`config.mk`:
```
export PLATFORM = sky130hd
export DESIGN_NAME = fpr_mp
export DESIGN_NICKNAME = d
export VERILOG_FILES = /design/src/rtl/fpr_mp_pkg.sv /design/src/rtl/fpr_mp_scoreboard.sv /design/src/rtl/fpr_mp.sv
export SDC_FILE = /design/constraint.sdc
export NUM_CORES = 2
export LEC_CHECK = 0
export BUFFER_PORTS_ARGS = -buffer_cell sky130_fd_sc_hd__buf_2
export CORE_AREA = 2 2 496 498
export DETAILED_ROUTE_END_ITERATION = 10
export DIE_AREA = 0 0 498 500
export GPL_ROUTABILITY_DRIVEN = 0
export PLACE_DENSITY = 0.5
export SETUP_SLACK_MARGIN = 0.3
export SLEW_MARGIN = 20
export SYNTH_ARGS = -nofsm -noshare
export SYNTH_HDL_FRONTEND = slang
export SYNTH_SLANG_ARGS = --single-unit
```
`constraint.sdc`:
```
create_clock -name clk_in -period 6.85 [get_ports clk_in]
set_clock_uncertainty 0.2 [all_clocks]
set_input_delay 1.37 -clock clk_in [delete_from_list [all_inputs] [get_ports clk_in]]
set_output_delay 1.37 -clock clk_in [all_outputs]
set_load 0.05 [all_outputs]
```
`src/rtl/fpr_mp_pkg.sv`:
```
// Shared CPU parameters and helper functions for the FP register file.
// FPR_BYPASS_EN (optional macro) is consumed by fpr_mp, not by these packages.
package cpu_params_pkg;
    localparam int unsigned NUM_FPR    = 32;
    localparam int unsigned FLEN       = 32;
    localparam int unsigned FPR_ADDR_W = $clog2(NUM_FPR);

    typedef logic [FPR_ADDR_W-1:0] fpr_addr_t;
    typedef logic [FLEN-1:0]       fpr_data_t;

    localparam logic [31:0] NANBOX_HI = 32'hFFFF_FFFF;
endpackage

package functions_pkg;
    import cpu_params_pkg::*;

    // Single-precision values held in a 64-bit register carry an all-ones upper half.
    function automatic logic [63:0] nanbox(input logic [63:0] data, input logic sp,
                                           input int unsigned flen);
        nanbox = data;
        if (flen == 64 && sp)
            nanbox = {NANBOX_HI, data[31:0]};
    endfunction
endpackage

```
`src/rtl/fpr_mp_scoreboard.sv`:
```
// Pending-result scoreboard: one bit per FP register, set by reservations and
// cleared by write-back; a same-cycle reservation wins over a clearing write.
module fpr_scoreboard #(
    parameter int unsigned NUM_FPR = cpu_params_pkg::NUM_FPR,
    parameter int unsigned NUM_WR  = 2,
    parameter int unsigned ADDR_W  = $clog2(NUM_FPR),
    parameter bit          BYPASS  = 1'b0
) (
    input  logic                     clk_in,
    input  logic                     reset_in,
    input  logic [NUM_WR-1:0]        wr_en,
    input  logic [NUM_WR*ADDR_W-1:0] wr_addr,
    input  logic                     rsv_en,
    input  logic [ADDR_W-1:0]        rsv_addr,
    output logic                     rsv_ack,
    output logic [NUM_FPR-1:0]       pending,
    output logic [NUM_FPR-1:0]       busy_view
);

    logic [NUM_FPR-1:0] pend_next;

    always_comb begin
        rsv_ack = rsv_en & ~pending[rsv_addr] & ~reset_in;
    end

    always_comb begin
        pend_next = pending;
        for (int unsigned p = 0; p < NUM_WR; p++) begin
            if (wr_en[p])
                pend_next[wr_addr[p*ADDR_W +: ADDR_W]] = 1'b0;
        end
        if (rsv_ack)
            pend_next[rsv_addr] = 1'b1;
        if (reset_in)
            pend_next = '0;
    end

    always_comb begin
        busy_view = BYPASS ? pend_next : pending;
    end

    always_ff @(posedge clk_in) begin
        if (reset_in) begin
            pending <= '0;
        end else begin
            pending <= pend_next;
            if (rsv_en)
                assert (32'(rsv_addr) < NUM_FPR);
        end
    end

endmodule

```
`src/rtl/fpr_mp.sv`:
```
// Multi-ported RV32F/D floating-point register file with pending scoreboard.
// Define FPR_BYPASS_EN to forward same-cycle write data and next-state busy to reads.
module fpr_mp
    import functions_pkg::*;
#(
    parameter int unsigned NUM_FPR = cpu_params_pkg::NUM_FPR,
    parameter int unsigned FLEN    = cpu_params_pkg::FLEN,
    parameter int unsigned NUM_RD  = 3,
    parameter int unsigned NUM_WR  = 2,
    localparam int unsigned ADDR_W = $clog2(NUM_FPR)
) (
    input  logic                     clk_in,
    input  logic                     reset_in,
    input  logic [NUM_RD*ADDR_W-1:0] rd_addr,
    output logic [NUM_RD*FLEN-1:0]   rd_data,
    output logic [NUM_RD-1:0]        rd_busy,
    input  logic [NUM_WR-1:0]        wr_en,
    input  logic [NUM_WR*ADDR_W-1:0] wr_addr,
    input  logic [NUM_WR*FLEN-1:0]   wr_data,
    input  logic [NUM_WR-1:0]        wr_sp,
    input  logic                     rsv_en,
    input  logic [ADDR_W-1:0]        rsv_addr,
    output logic                     rsv_ack,
    output logic [NUM_FPR-1:0]       pending,
    output logic [NUM_FPR*FLEN-1:0]  fpr
);

`ifdef FPR_BYPASS_EN
    localparam bit BYPASS = 1'b1;
`else
    localparam bit BYPASS = 1'b0;
`endif

    logic [FLEN-1:0]    regs   [NUM_FPR];
    logic [FLEN-1:0]    wr_val [NUM_WR];
    logic [NUM_FPR-1:0] busy_view;

    fpr_scoreboard #(
        .NUM_FPR (NUM_FPR),
        .NUM_WR  (NUM_WR),
        .ADDR_W  (ADDR_W),
        .BYPASS  (BYPASS)
    ) u_scoreboard (
        .clk_in    (clk_in),
        .reset_in  (reset_in),
        .wr_en     (wr_en),
        .wr_addr   (wr_addr),
        .rsv_en    (rsv_en),
        .rsv_addr  (rsv_addr),
        .rsv_ack   (rsv_ack),
        .pending   (pending),
        .busy_view (busy_view)
    );

    // Widen to 64 bits so one nanbox helper serves both FLEN settings.
    always_comb begin
        for (int unsigned p = 0; p < NUM_WR; p++) begin
            logic [63:0] raw;
            raw = '0;
            raw[FLEN-1:0] = wr_data[p*FLEN +: FLEN];
            raw = nanbox(raw, wr_sp[p], FLEN);
            wr_val[p] = raw[FLEN-1:0];
        end
    end

    // Ascending port order makes the highest-indexed colliding write land last.
    always_ff @(posedge clk_in) begin
        assert (FLEN == 32 || FLEN == 64);
        assert (NUM_WR >= 1 && NUM_RD >= 1);
        if (reset_in) begin
            for (int unsigned i = 0; i < NUM_FPR; i++)
                regs[i] <= '0;
        end else begin
            for (int unsigned p = 0; p < NUM_WR; p++) begin
                if (wr_en[p])
                    regs[wr_addr[p*ADDR_W +: ADDR_W]] <= wr_val[p];
            end
        end
    end

    always_comb begin
        for (int unsigned i = 0; i < NUM_FPR; i++)
            fpr[i*FLEN +: FLEN] = regs[i];
    end

    always_comb begin
        for (int unsigned r = 0; r < NUM_RD; r++) begin
            logic [ADDR_W-1:0] ra;
            ra = rd_addr[r*ADDR_W +: ADDR_W];
            rd_data[r*FLEN +: FLEN] = regs[ra];
            rd_busy[r] = busy_view[ra];
`ifdef FPR_BYPASS_EN
            for (int unsigned p = 0; p < NUM_WR; p++) begin
                if (!reset_in && wr_en[p] && wr_addr[p*ADDR_W +: ADDR_W] == ra)
                    rd_data[r*FLEN +: FLEN] = wr_val[p];
            end
`endif
        end
    end

endmodule
```
== After elaboration in Yosys (flattened, before gate mapping) ==
Memories as Yosys holds them, arrays and structs flattened.
Index checks and enable logic that the tools add are counted.

* $lt $le $gt $ge: 9
* Multiplexer cells: 31
* Bitwise gates (word level): 9
* Reductions and logical operators: 5

{| class="wikitable"
|+ Operators by type and width
! cell !! count
|-
| $mux W32 || 5
|-
| $and A32 B32 Y32 || 2
|-
| $not A32 Y32 || 2
|-
| $reduce_or A32 Y1 || 2
|-
| $lt A5 B6 Y1 const B || 6
|-
| $or A32 B32 Y32 || 1
|-
| $bmux W1 S5 || 4
|-
| $mux W1 || 17
|-
| $demux W1 S5 || 3
|-
| $ge A5 B1 Y1 const B || 3
|-
| $mux W5 || 2
|-
| $logic_and A1 B1 Y1 || 3
|-
| $and A1 B1 Y1 || 2
|-
| $not A1 Y1 || 2
|}

* Bits in registers: 32
* RAM bits: 1,024
* Input port bits: 101
* Output and inout bits: 1,156
* Word-level logic and storage cells: 56
* Memories kept: 1

{| class="wikitable"
|+ Memories
! memory !! words !! bits a word !! read ports !! clocked after memory_dff !! wr ports !! line !! text
|-
| regs || 32 || 32 || 35 || 0 || 32 || fpr_mp.sv:34 || <nowiki>logic [FLEN-1:0] regs [NUM_FPR];</nowiki>
|}

== Logic depth before layout (Yosys ltp) ==
* Depth after elaboration: 11
* Gate-level depth with buffers: 8
* Mapped depth without buffers: 5

== By module ==
A second synthesis with hierarchy kept.

* Cells, all modules: 6,472
* Area total of the unflattened synthesis: 71,765.1 um^2

{| class="wikitable"
|+ Modules (own cells, without submodules)
! module !! times used !! cells an instance !! area each (um^2) !! sequential area each (um^2)
|-
| fpr_mp || 1 || 6,196 || 69,444.1 || 30,749.5
|-
| fpr_scoreboard || 1 || 276 || 2,321.0 || 640.6
|}

== Worst setup path before layout ==
Ideal clock, no wire load.

* Path kind: input -> output
* Start point: input rsv_addr[1]
* End point: output rsv_ack
* Arrival time: 3,735 ps
* Data required time: 5,280 ps
* Slack: 1,545 ps
* Cell stages on the path: 8
* Buffers on the path: 3
* Cell sequence: buf_2 -> buf_2 -> nand2_1 -> o2111ai_1 -> a32oi_4 -> nand3_4 -> buf_6 -> a211oi_1

* Word-level cells in the longest chain between the ends: 5

{| class="wikitable"
|+ Ends and longest elaborated chain
! element !! line !! text
|-
| start, declared || fpr_mp.sv:22 || <nowiki>input logic [ADDR_W-1:0] rsv_addr,</nowiki>
|-
| $bmux W1 S5 || fpr_mp_scoreboard.sv:23 || <nowiki>rsv_ack = rsv_en & ~pending[rsv_addr] & ~reset_in;</nowiki>
|-
| $mux W1 (not written as such) || fpr_mp_scoreboard.sv:23 ||
|-
| $not A1 Y1 || fpr_mp_scoreboard.sv:23 ||
|-
| $and A1 B1 Y1 (2 in a row) || fpr_mp_scoreboard.sv:23 ||
|-
| end, declared || fpr_mp.sv:23 || <nowiki>output logic rsv_ack,</nowiki>
|}

Every way passes these cells. The select of a mux whose other input is x is not followed.

== Worst setup path after layout ==
* Start point: input rd_addr[7]
* End point: output rd_data[44]

* Word-level cells in the longest chain between the ends: 1

{| class="wikitable"
|+ Ends and longest elaborated chain
! element !! line !! text
|-
| start, declared || fpr_mp.sv:14 || <nowiki>input logic [NUM_RD*ADDR_W-1:0] rd_addr,</nowiki>
|-
| $mem_v2 Z32 W32 || - ||
|-
| end, declared || fpr_mp.sv:15 || <nowiki>output logic [NUM_RD*FLEN-1:0] rd_data,</nowiki>
|}

Every way passes these cells.

==> results.tsv <==
stage	metric	value	unit
run_status	outcome	completed	
setup_path	rrSetupSlack	4660	ps
synth	syn-num-nets	4599	
sta	finalHoldViolations	0	
global_route	overflow	0	
layout	regArea	31400	µm²
synth	ys.warnings.count	0	
route	drt-pass1-iter-count	6	
clock_network	clk_latency	810	ps
floorplan	placementRows	182	
global_route	grt_pass1_wl	590000	µm
sta	max_freq	0.174	GHz
synth	yosysMostFrequentCell	a22o_1	
setup_path	critical_path_arrival	4160	ps
clock_network	htree_levels	4	
clock_network	clock_path_buffers	3	
setup_path	startpoint_type	primary input	
layout	finish.utilization	33.9	%
pwr	p_per_area	252	nW/µm²
place	portBuffers	1254	
synth	yosys.area.top_type	edfxtp_1	
synth	netlist_top_cells_area	edfxtp_1 (45%), mux4_2 (26%), a22o_1 (14%)	
min_path	hp-start	u_scoreboard.busy_view[1]$_SDFF_PP0_	
layout	final_nets	5531	
setup_path	critPathTopFamily	compound AO/OA/AOI/OAI gates	
setup_path	end_kind	output port	
pwr	leakagePower	29.6	nW
setup_path	critical_path_buf_inv_count	2	
setup_path	crit_fanout	25	
synth	ys_seq_area_share	46.1	%
sta	rsz0062_at_grt	false	
min_path	whs_endpoint	u_scoreboard.busy_view[1]$_SDFF_PP0_	
synth	avgSynthCellArea	15.2	µm²
global_route	grt_pass1_vias	56924	
flow_run	maxCapViolations	0	
setup_path	critPathRequiredTime	5280	ps
sta	min_period	5730	ps
place	place_ws	1210	ps
global_route	grt_max_degree	58	
floorplan	core_area	244000	µm²
floorplan	dieArea	249000	µm²
sta	fin_tns_setup	0	ps
clock_network	ctsHoldBuffers	0	
route	route.vias.total	61698	
sta	whs	349	ps
synth	synth-edff-count	1024	
min_path	hp-class	reg -> reg	
setup_path	worstReg2RegStart	u_scoreboard.busy_view[31]$_SDFF_PP0_	
synth	synthCells	4498	
sta	fin_crit_sh	83.7	%
clock_network	clock-root-buffer	clkbuf_16	
synth	synthTopCellsByCount	a22o_1 (1123), edfxtp_1 (1024), mux4_2 (793)	
pwr	peakVddDrop	0.271	mV
clock_network	cts_tree	yes	
layout	fillCellCount	23789	
clock_network	cts.reportedPaths.clkPinSlew	60	ps
place	hpwl	312000	µm
floorplan	die_width	498	µm
setup_path	crit_path_max_incr_delay	780	ps
setup_path	rr_worst_depth	4	
sta	worst_pin_slew	1280	ps
synth	async_flop_share	0	%
setup_path	crit_type	in -> out	
route	drcViolationCount	0	
synth	post_synth_num_cell_types	46	
clock_network	cts_buffers	133	
layout	area_growth	21.6	%
setup_path	startpoint	rd_addr[7]	
layout	drive_gt1_share	47.1	%
floorplan	floorplan.io_pins	1257	
route	routed_wl	465000	µm
floorplan	die_h	500	µm
clock_network	cts.repair.resized	0	
setup_path	cp_cell_sequence	buf_6 -> and2_4 -> a221oi_1 -> a21oi_1 -> buf_2	
sta	maxSlewHeadroom	14.4	%
route	drt_iter0_drc	11614	
synth	syn-cell-area	68200	µm²
route	post_drt_via_cell_ratio	7.02	
synth	synth_top_area_share	45.1	%
synth	synthFlopType	edfxtp_1	
clock_network	cts_sinks	1056	
route	ant_nets	0	
setup_path	critPathSlowestCell	and2_4	
clock_network	postCtsSetupBuffers	0	
global_route	antenna_found_initial	63	
global_route	grtUsageTotal	35.9	%
setup_path	rr_endpoint	u_scoreboard.busy_view[2]$_SDFF_PP0_	
sta	finalSetupViolCount	0	
route	routedWlPerCell	52.9	µm
layout	multi_input_area	34300	µm²
min_path	hold_depth	2	
sta	maxSlewViolCount	0	
sta	worst_slack	1120	ps
floorplan	start_util	27.9	%
synth	ys_ff_latch	1056	
[state kept, by name, indices dropped and copies added, names as in the netlist]
register,count
regs,1024
u_scoreboard.busy_view,32
[metal layers]
layer  wire [µm]  track usage (%)  share of wire (%)  up-vias
met4       34800             23.0                7.5       32
met2      199000             52.6                 43     6489
li1            -                -                  -    21566
met5         218           0.0386              0.047        -
met3       70100             15.0                 15     1360
met1      161000             43.5                 35    32251
[cell type report]
type	count	share of cell area, %
Antenna cell	28	0.0845
Clock buffer	157	4.21
Clock inverter	88	1.08
Inverter	33	0.154
Multi-Input combinational cell	2711	41.4
Sequential cell	1056	37.9
Tap cell	3220	4.86
Timing Repair Buffer	1495	10.4
[how the worst max path moves through the flow]
stage                   to  cells after the start  slack, ps
2_1_floorplan      rsv_ack                      8       1540
3_3_place_gp   rd_data[44]                      5       1210
3_5_place_dp   rd_data[44]                      5       1210
4_1_cts        rd_data[44]                      5       1200
5_1_grt        rd_data[44]                      5       1150
6_report       rd_data[44]                      5       1120
[worst register-to-register path, cell delays in order, from the launching register on]
cell     delay (ps)
dfxtp_1         380
mux4_2          540
a32oi_4         230
nand3_4         310
o41ai_1         420
[where the power goes]
group / switching (mW) / total, mW / leakage (nW) / internal [mW]
clock: 3.17 / 7.40 / 2.13 / 4.23
combinational: 3.91 / 5.39 / 17.5 / 1.48
sequential: 0.602 / 8.11 / 10.1 / 7.51
total: 7.69 / 20.9 / 29.6 / 13.2
[kinds of logic (layout without fill, tap and decap cells)]
logic type,count (synthesis),in the layout,share of synthesized area (%)
AOI/OAI and AO/OA,1460,1460,18.0
DFF,1056,1056,46.1
muxes,1000,1000,29.3
buffers and inverters,731,1773,4.61
and+or+nand+nor,251,251,2.02
other,0,28,0
[stage by stage]
step / area, µm² / power (mW) / cells
after floorplan: 68200 / 11.4 / 4498
after global placement: 78300 / 13.5 / 8509
after detailed placement: 78400 / 13.5 / 8513
after CTS: 82800 / 20.8 / 8758
after global routing: 82800 / 21.2 / 8766
final: 82900 / 20.9 / 8788
[cells in the final DEF, fill, tap and decap left out, drive strengths merged, types with 15 or more instances in the layout]
cell type,n
buf,1495
a22o,1123
edfxtp,1024
mux4,796
mux2i,204
clkbuf,157
nor2,105
a22oi,99
a221oi,99
a21oi,99
clkinv,55
inv,44
or3,42
dfxtp,32
nor3,32
diode,28
o22ai,17
nand3b,15
bufinv,15
o32ai,15
Note: power is estimated with default switching activity, not from simulation.
